$ cat config.mk
export PLATFORM = sky130hd
export DESIGN_NAME = writeback_pipe
export DESIGN_NICKNAME = d
export VERILOG_FILES = /design/src/rtl/cpu_pkg.sv /design/src/rtl/wb_stage_reg.sv /design/src/rtl/writeback_pipe.sv
export SDC_FILE = /design/constraint.sdc
export NUM_CORES = 1
export LEC_CHECK = 0
export CAP_MARGIN = 30
export CELL_PAD_IN_SITES_DETAIL_PLACEMENT = 1
export CELL_PAD_IN_SITES_GLOBAL_PLACEMENT = 1
export CORE_ASPECT_RATIO = 0.9
export CORE_MARGIN = 1.5
export CORE_UTILIZATION = 31
export CTS_BUF_LIST = sky130_fd_sc_hd__clkbuf_8
export CTS_CLUSTER_SIZE = 40
export DETAILED_ROUTE_END_ITERATION = 8
export PLACE_DENSITY = 0.85
export RECOVER_POWER = 25
export SETUP_SLACK_MARGIN = 0.05
export SYNTH_ARGS = -nofsm -noshare
export SYNTH_HDL_FRONTEND = slang
export SYNTH_SLANG_ARGS = --single-unit
$ cat constraint.sdc
create_clock -name clk -period 2.3 [get_ports clk]
set_input_delay 0.69 -clock clk [delete_from_list [all_inputs] [get_ports clk]]
set_output_delay 0.69 -clock clk [all_outputs]
set_load 0.05 [all_outputs]
$ cat src/rtl/cpu_pkg.sv
// Shared register-file write-path types: the ME/WB pipeline entry and well-known GPR indices.
// Pure declarations, no latency or flow control of its own.
package cpu_pkg;

  localparam int CPU_DW = 32;
  localparam int CPU_AW = 5;

  localparam logic [CPU_AW-1:0] REG_ZERO = 5'd0;
  localparam logic [CPU_AW-1:0] REG_RA   = 5'd31;

  typedef struct packed {
    logic              we;
    logic              is_load;
    logic [CPU_AW-1:0] waddr;
    logic [CPU_DW-1:0] data;
  } wb_entry_t;

  localparam int ENTRY_W = $bits(wb_entry_t);

endpackage

$ cat src/rtl/wb_stage_reg.sv
// One pipeline register for a pending GPR write; 1-cycle latency.
// On hold it either keeps its entry or, with BUBBLE_ON_HOLD, loads an empty entry.
module wb_stage_reg
  import cpu_pkg::*;
#(
  parameter bit BUBBLE_ON_HOLD = 1'b0
) (
  input  logic               clk,
  input  logic               rst,
  input  logic               hold,
  input  logic [ENTRY_W-1:0] d,
  output logic [ENTRY_W-1:0] q
);

  always_ff @(posedge clk or negedge rst) begin
    if (!rst) begin
      q <= '0;
    end else if (!hold) begin
      q <= d;
    end else if (BUBBLE_ON_HOLD) begin
      q <= '0;
    end
  end

endmodule

$ cat src/rtl/writeback_pipe.sv
// Carries GPR writes EX->ME->WB, drives the forwarding triplets, RF write port and load-use stall.
// EX to RF commit is 2 cycles plus one per hold_me cycle; hold_me freezes ME and bubbles WB.
module writeback_pipe
  import cpu_pkg::*;
#(
  parameter int DW = CPU_DW,
  parameter int AW = CPU_AW
) (
  input  logic          clk,
  input  logic          rst,
  input  logic          ex_valid,
  input  logic          ex_we,
  input  logic [AW-1:0] ex_waddr,
  input  logic [DW-1:0] ex_result,
  input  logic          ex_is_load,
  input  logic          flush_ex,
  input  logic          hold_me,
  input  logic [DW-1:0] dmem_rdata,
  input  logic [AW-1:0] id_r1_addr,
  input  logic [AW-1:0] id_r2_addr,
  input  logic          id_r1_use,
  input  logic          id_r2_use,
  output logic          we_ex,
  output logic [AW-1:0] wa_ex,
  output logic [DW-1:0] wd_ex,
  output logic          we_me,
  output logic [AW-1:0] wa_me,
  output logic [DW-1:0] wd_me,
  output logic          we_wb,
  output logic [AW-1:0] wa_wb,
  output logic [DW-1:0] wd_wb,
  output logic          we,
  output logic [AW-1:0] w_addr,
  output logic [DW-1:0] w_data,
  output logic          stall_req,
  output logic [31:0]   retired_cnt
);

  logic      ex_wv;
  wb_entry_t me_d, me_q;
  wb_entry_t wb_d, wb_q;

  assign ex_wv = ex_valid & ex_we & ~flush_ex & (ex_waddr != REG_ZERO);

  assign we_ex = ex_wv & ~ex_is_load;
  assign wa_ex = ex_waddr;
  assign wd_ex = ex_result;

  assign me_d = '{we: ex_wv, is_load: ex_is_load, waddr: ex_waddr, data: ex_result};

  wb_stage_reg #(.BUBBLE_ON_HOLD(1'b0)) u_me_reg (
    .clk  (clk),
    .rst  (rst),
    .hold (hold_me),
    .d    (me_d),
    .q    (me_q)
  );

  // Load data exists only during ME, so it is muxed in here and sampled into WB.
  assign we_me = me_q.we;
  assign wa_me = me_q.waddr;
  assign wd_me = me_q.is_load ? dmem_rdata : me_q.data;

  assign wb_d = '{we: we_me, is_load: 1'b0, waddr: wa_me, data: wd_me};

  // A held ME entry must not commit once per held cycle, hence the bubble.
  wb_stage_reg #(.BUBBLE_ON_HOLD(1'b1)) u_wb_reg (
    .clk  (clk),
    .rst  (rst),
    .hold (hold_me),
    .d    (wb_d),
    .q    (wb_q)
  );

  assign we_wb  = wb_q.we;
  assign wa_wb  = wb_q.waddr;
  assign wd_wb  = wb_q.data;
  assign we     = we_wb;
  assign w_addr = wa_wb;
  assign w_data = wd_wb;

  assign stall_req = ex_wv & ex_is_load &
                     ((id_r1_use & (id_r1_addr == ex_waddr)) |
                      (id_r2_use & (id_r2_addr == ex_waddr)));

  always_ff @(posedge clk or negedge rst) begin
    if (!rst) begin
      retired_cnt <= '0;
    end else if (we_wb) begin
      retired_cnt <= retired_cnt + 32'd1;
    end
  end

endmodule

Yosys cells after proc, flatten, opt, wreduce, memory -nomap -nowiden
Cells that the tools add are included.
{"block": "word_totals", "register_bits": 110, "latch_bits": 0, "mem_bits_rw": 0, "rom_bits": 0, "wordCells": 20, "n_memories": 0}
{"block": "op_classes", "addsub": 1, "multipliers": 0, "n_div": 0, "magnitude_cmp": 0, "n_eq_ne": 2, "shifts": 0, "mux": 2, "n_bitwise": 11, "reduce_logical": 1}
{"op": "$mux 39", "n": 1}
{"op": "$add 32x1->32 const B", "n": 1}
{"op": "$mux 32", "n": 1}
{"op": "$eq 5x5->1", "n": 2}
{"op": "$and 1x1->1", "n": 8}
{"op": "$reduce_bool 5->1", "n": 1}
{"op": "$not 1->1", "n": 2}
{"op": "$or 1x1->1", "n": 1}

Logic depth before layout (Yosys ltp)
Gate-level depths: netlist of the first run.
{"block": "depth", "word_depth": 5, "mapped_depth": 6}

Hierarchy
A second synthesis of the first run with hierarchy kept.
{"block": "hier_totals", "hier_cells": 422, "hier_area_um2": 5341.4}
{"module": "writeback_pipe", "instances": 1, "cells_each": 258, "area_per_inst_um2": 2577.5, "seq_area_each_um2": 800.8}
{"module": "wb_stage_reg at u_me_reg", "instances": 1, "cells_each": 82, "area_per_inst_um2": 1493.9, "seq_area_each_um2": 975.9}
{"module": "wb_stage_reg at u_wb_reg", "instances": 1, "cells_each": 82, "area_per_inst_um2": 1270.0, "seq_area_each_um2": 975.9}

Worst setup path before layout of the first run
Ideal clock, no wire load.
{"block": "synth_path", "path_type": "input-to-output", "from": "input port ex_waddr[1]", "to": "output port stall_req", "arrival_ps": 2404, "path_slack_ps": -794, "stages": 4, "cell_sequence": "xor2_1 nor4_1 nand3_1 a211oi_1"}
{"block": "synth_between", "elab_chain_cells": 4}
{"element": "start: declaration", "line_no": "writeback_pipe.sv:13", "rtl": "input logic [AW-1:0] ex_waddr,"}
{"element": "$eq 5x5->1, or another cell as far along", "line_no": "writeback_pipe.sv:83", "rtl": "((id_r1_use & (id_r1_addr == ex_waddr)) |"}
{"element": "$and 1x1->1, on equally long branches", "line_no": "writeback_pipe.sv:83, writeback_pipe.sv:84, writeback_pipe.sv:43"}
{"element": "$or 1x1->1 or $and 1x1->1 (tied branches)", "line_no": "writeback_pipe.sv:83, writeback_pipe.sv:82"}
{"element": "$and 1x1->1 (*)", "line_no": "writeback_pipe.sv:82", "rtl": "assign stall_req = ex_wv & ex_is_load &"}
{"element": "end: declaration", "line_no": "writeback_pipe.sv:35", "rtl": "output logic stall_req,"}
Mark *: on every way between the ends. The rest lies on a longest branch, timed or not.

Worst setup path after layout of the first run
{"block": "layout_path", "from": "input port ex_waddr[3]", "to": "output port stall_req"}
Same word-level chain as after synthesis.

==> flow_summary.toml, run 1 <==
[status]
outcome = "complete, but fails checks"
failed_checks = "capacitance limit, slew limit, setup timing"

[timing]
fin_setup_tns_ns = -1.11
worst_slew_pin_slew_ns = 1.53
relSlewSlack_pct = -2.32
finalClockSkew_ns = 0.0115
slew_violations = 110
hold_viol = 0
rsz0062_at_grt = "true"
period_needed_ns = 2.60
period_share_pct = 113
setup_viol = 19
fin_ws_ns = -0.300
fmax_ghz = 0.385

[cells_and_area]
utilization_pct = 52.5
fin_cells = 867
fin_nets = 741
area_growth_pct = 65.9
drive_above_1_share_pct = 36.0
antenna_cells = 0
fillCellCount = 1733
multi_input_area_sq_um = 2060
seq_area_sq_um = 2730

[logic_synthesis]
synth_top_cell_by_area = "dfrtp_1"
async_flop_share_pct = 100
syn_nets = 528
ys_warn_count = 0
syn_area_per_cell_sq_um = 12.1
yosysSeqAreaShare_pct = 51.2
synth_area_leaders = "dfrtp_1, mux2_2, buf_4, nor2b_1, xor2_1"
synth_cell_types = 27
synth_area_sq_um = 5330
ys_ff_latch = 109
synth_cells = 439
yosysMostFrequentCell = "dfrtp_1"
synth_ff_type = "dfrtp_1"
synth_edf_count = 0
synth_top_area_share_pct = 51.2
netlist_top_cells_count = "dfrtp_1, buf_4, mux2_2, nor2b_1, xor2_1"

[floorplan]
die_width_um = 141
core_area_sq_um = 16800
die_y_um = 127
start_util_pct = 31.7
rows = 45
ios = 273
die-area_sq_um = 18000

[critical_path]
criticalPathCategory = "input pin to primary output"
endpoint_kind = "primary output"
timing.rr.end = "retired_cnt[30]$_DFFE_PN0P_"
slowest_delay_ns = 0.34
cp-start-kind = "input pin"
worst_ep_arrival_time_ns = 1.91
crit_fanout = 5
r2r_cells = 5
cp_slowest_cell = "a211oi_4"
worstPathCellList = "buf_6, xor2_1, nor4_2, nand3_1, a211oi_4, buf_12"
reg2reg_slack_ns = 0.25
worstPathRequired_ns = 1.61
worstReg2RegStart = "retired_cnt[0]$_DFFE_PN0P_"

[power_and_ir_drop]
p_per_area_nw_per_um2 = 651
p_leak_nw = 4.27
irDropWorstVdd_uv = 360

[clock_tree]
clk_latency_ns = 0.38
cts_tree = "built"
numCtsBuffers = 9
cts-root-buf = "clkbuf_8"
cts.sinks = 109
clk_path_buf_depth = 2
hold_buffers = 0
cts_htree_levels = 3
path_clk_slew_ns = 0.10

[placed_design]
dp.cells = 841
port_buffers = 272
dp_hpwl_mm = 12.7
gp_congestion = 0.844

[grt]
grt_usage_pct = 19.2
grt_max_degree = 110
antenna_found_initial = 0
overflow = 0
grt_pass1_wl_mm = 26.2
grt_pass1_vias = 4589

[drt]
drc_errors = 0
drt_iter0_drc = 118
vias = 4002
firstDrtPassIters = 4
drt_wl_total_mm = 17.0
ant_nets = 0
via_per_inst = 4.62
wl_per_cell_um = 19.6

[job]
cap_violations = 1

[min_path]
hold_path.startpoint = "retired_cnt[30]$_DFFE_PN0P_"
worstHoldEndpoint = "retired_cnt[30]$_DFFE_PN0P_"
hold_path.class = "flip-flop to flip-flop"
holdPathStages = 1
kinds of logic (layout without fill, tap and decap cells):
family | after synthesis | count (layout) | synth area share, %
AOI/OAI and AO/OA | 4 | 4 | 0.423
adders and majority gates | 1 | 1 | 0.235
DFF | 109 | 109 | 51.2
buffers and inverters | 104 | 321 | 13.3
and+or+nand+nor | 110 | 110 | 13.4
muxes | 70 | 70 | 14.8
xor gates and xnor gates | 41 | 41 | 6.74
worst max-delay path: cells and delay by family:
family | cells | cell delay (ns)
compound gates | 1 | 0.34
simple gates | 2 | 0.44
buf+inv | 2 | 0.29
xor+xnor | 1 | 0.15
placed cells by master, fill, tap and decap left out, types with 10 or more instances in the layout:
| master | count |
|---|---|
| buf_12 | 74 |
| buf_4 | 33 |
| buf_6 | 11 |
| clkbuf_8 | 10 |
| clkdlybuf4s50_1 | 65 |
| dfrtp_1 | 108 |
| dlygate4sd2_1 | 103 |
| mux2_2 | 39 |
| mux2_4 | 31 |
| nand2_1 | 15 |
| nand4_1 | 10 |
| nor2b_1 | 38 |
| xnor2_1 | 18 |
| xor2_1 | 22 |
state kept, by name (all words and copies together) (netlist names):
name         cells
u_me_reg.q      39
u_wb_reg.q      38
retired_cnt     32
power breakdown:
part	switching, mW	internal, mW	total (mW)	leakage (nW)
clock network	0.674	0.532	1.21	0.0987
logic	1.37	0.976	2.35	2.78
registers	0.133	2.07	2.20	1.39
how the worst max path moves through the flow:
stage	startpoint	end	slack, ns	depth (start not counted)
after detailed placement	ex_waddr[1]	stall_req	-0.77	6
after global placement	ex_waddr[3]	stall_req	-0.70	6
final	ex_waddr[3]	stall_req	-0.30	6
after global routing	ex_waddr[3]	stall_req	-0.40	6
after CTS	id_r2_addr[2]	stall_req	-0.29	6
after floorplan	ex_waddr[1]	stall_req	-0.18	4
stage by stage:
stage | hold WS [ns] | power [mW] | instance area, sq um | setup slack [ns]
after floorplan | 0.394 | 3.57 | 5360 | -0.185
after global placement | 0.460 | 4.51 | 8450 | -0.698
after detailed placement | 0.494 | 4.57 | 8450 | -0.771
after CTS | 0.389 | 5.82 | 8790 | -0.288
after global routing | 0.529 | 5.98 | 8840 | -0.395
final | 0.507 | 5.76 | 8840 | -0.300
final cells by class:
class	count	area share [%]
Clock buffer	10	1.56
Clock inverter	5	0.679
Inverter	8	0.340
Multi-Input combinational cell	226	23.3
Sequential cell	109	30.9
Tap cell	211	2.99
Timing Repair Buffer	298	40.2
what timing repair did:
action	CTS	global route
gates resized for setup	198	15
pin swaps	17	4
cloned	2	1
buffers inserted	7	2
setup endpoints to repair	133	30
routing by layer:
| layer | track usage (%) | part of all wire [%] | vias to the layer above | wire length, um |
|---|---|---|---|---|
| li1 | - | - | 1807 | - |
| met1 | 21.0 | 38 | 2010 | 6490 |
| met2 | 35.5 | 54 | 165 | 9160 |
| met3 | 5.55 | 6.1 | 20 | 1030 |
| met4 | 6.37 | 1.9 | 0 | 319 |
| met5 | 0 | 0 | - | 0 |
(Power assumes the default switching activity.)
==> run 2, diff against run 1 <==
--- a/config.mk
+++ b/config.mk
@@ -5,6 +5,7 @@
 export SDC_FILE = /design/constraint.sdc
 export NUM_CORES = 1
 export LEC_CHECK = 0
+export ABC_CLOCK_PERIOD_IN_PS = 2300
 export CAP_MARGIN = 30
 export CELL_PAD_IN_SITES_DETAIL_PLACEMENT = 1
 export CELL_PAD_IN_SITES_GLOBAL_PLACEMENT = 1
@@ -14,7 +15,7 @@
 export CTS_BUF_LIST = sky130_fd_sc_hd__clkbuf_8
 export CTS_CLUSTER_SIZE = 40
 export DETAILED_ROUTE_END_ITERATION = 8
-export PLACE_DENSITY = 0.85
+export PLACE_DENSITY_LB_ADDON = 0.2
 export RECOVER_POWER = 25
 export SETUP_SLACK_MARGIN = 0.05
 export SYNTH_ARGS = -nofsm -noshare
==> flow_summary.toml, run 2 (synthesized netlist as in run 1, its figures left out) <==
[grt]
grt_pass1_vias = 4388
grt_pass1_wl_mm = 24.7
grt_max_degree = 110
grt_usage_pct = 18.0
antenna_found_initial = 0
overflow = 0

[placed_design]
gp_congestion = 0.829
port_buffers = 272
dp.cells = 839
dp_slack_ns = -0.740
dp_hpwl_mm = 12.1

[power_and_ir_drop]
finalPower_mw = 5.72
p_comb_share_pct = 40.8
irDropWorstVdd_uv = 295
p_seq_share_pct = 38.3
clkPwrFrac_pct = 20.9
p_per_area_nw_per_um2 = 648
switching_power_mw = 2.15
switching_share_pct = 37.6
p_leak_nw = 4.29
internal_power_mw = 3.57

[status]
outcome = "complete, but fails checks"
failed_checks = "capacitance limit, slew limit, setup timing"

[cells_and_area]
top_register = "u_me_reg.q"
fin_cells = 864
antenna_cells = 0
drive_above_1_share_pct = 34.8
layout_common_cells = "dfrtp_1, dlygate4sd2_1, buf_12"
fin_nets = 737
layout_commonest_cell = "dfrtp_1"
reg_top3 = "u_me_reg.q: 39 flops, u_wb_reg.q: 38 flops, retired_cnt: 32 flops"
fillCellCount = 1714
largest_register_ffs = 39
area_growth_pct = 65.9

[clock_tree]
cts.sinks = 109
cts-root-buf = "clkbuf_8"
cts_tree = "built"
path_clk_slew_ns = 0.10
numCtsBuffers = 9
clk_latency_ns = 0.37
clk_path_buf_depth = 2
hold_buffers = 0
cts_htree_levels = 3

[critical_path]
endpoint_kind = "primary output"
worst_ep_arrival_time_ns = 1.90
timing.rr.end = "retired_cnt[30]$_DFFE_PN0P_"
worstPathRequired_ns = 1.61
r2r_cells = 5
crit_fanout = 1
crit_path_start = "id_r1_addr[2]"
worstReg2RegStart = "retired_cnt[0]$_DFFE_PN0P_"
cp-start-kind = "input pin"
criticalPathCategory = "input pin to primary output"
reg2reg_slack_ns = 0.32

[floorplan]
die-area_sq_um = 18000
start_util_pct = 31.7
rows = 45
ios = 273
die_y_um = 127
die_width_um = 141
core_area_sq_um = 16800

[timing]
setup_viol = 17
rsz0062_at_grt = "true"
period_needed_ns = 2.59
fin_ws_ns = -0.285
worst_slew_pin_slew_ns = 1.53
finalClockSkew_ns = 0.0103
hold_viol = 0
period_share_pct = 112
fin_setup_tns_ns = -0.966
slew_violations = 110
hold-worst-slack_ns = 0.480
relSlewSlack_pct = -1.87
fmax_ghz = 0.387

[drt]
vias = 3958
ant_nets = 0
drc_errors = 0
drt_iter0_drc = 118
via_per_inst = 4.58
firstDrtPassIters = 4
drt_wl_total_mm = 16.2
wl_per_cell_um = 18.8

[min_path]
hold_path.startpoint = "retired_cnt[31]$_DFFE_PN0P_"
worstHoldEndpoint = "retired_cnt[31]$_DFFE_PN0P_"
hold_path.class = "flip-flop to flip-flop"
holdPathStages = 1

[job]
cap_violations = 1
[run 2: cell types whose count changed in the layout (fill, tap and decap cells not counted), sizes merged]
cell           previous run  this run
dlymetal6s2s              0         3
clkbuf                   13        17
clkdlybuf4s15             1         2
clkdlybuf4s50            65        66
clkinv                    2         1
inv                       9        10
clkinvlp                  1         2
buf                     126       113
[run 2: cell type report]
cell class                      instances  area [sq um]  area share (%)
Timing Repair Buffer                  294          3540            40.1
Sequential cell                       109          2730            30.9
Multi-Input combinational cell        226          2070            23.5
Tap cell                              211           264            2.99
Clock buffer                           10           138            1.56
Clock inverter                          6          62.6           0.708
Inverter                                8          30.0           0.340
[run 2: worst max path at each step]
stage	end	slack (ns)
CTS	stall_req	-0.30
floorplan	stall_req	-0.18
finish	stall_req	-0.29
global placement	stall_req	-0.68
detailed placement	stall_req	-0.74
global route	stall_req	-0.34
[run 2: layer usage]
metal	part of all wire, %	GRT usage (%)
met1	38	20.4
met2	53	32.4
met3	7.5	6.15
met4	0.96	4.47
met5	0	0
[run 2: per-stage QoR]
step                utilization [%]  instance area [sq um]
floorplan                         -                   5360
CTS                            51.2                   8620
global placement               50.3                   8460
global route                   52.5                   8840
detailed placement             50.3                   8460
finish                         52.5                   8840
[run 2: power by group through the flow]
stage                     logic, mW  clock network [mW]  registers, mW
final                          2.33                1.20           2.19
after CTS                      2.28                1.26           2.19
after global routing           2.42                1.36           2.22
after detailed placement       2.33                   0           2.23
after floorplan                1.07                   0           2.50
after global placement         2.31                   0           2.22
[run 2: repair_timing]
action | CTS | global route
cloned | 1 | 3
endpoints found under the setup margin | 135 | 33
pin swaps | 11 | 7
resized for setup | 162 | 50
buffers inserted | 3 | 4
hold endpoints to repair | 0 | 0
[run 2: critical path: stages]
cell	delay [ns]
buf_6	0.10
xor2_2	0.16
nor4_1	0.27
nand3_1	0.19
a211oi_4	0.31
buf_12	0.17
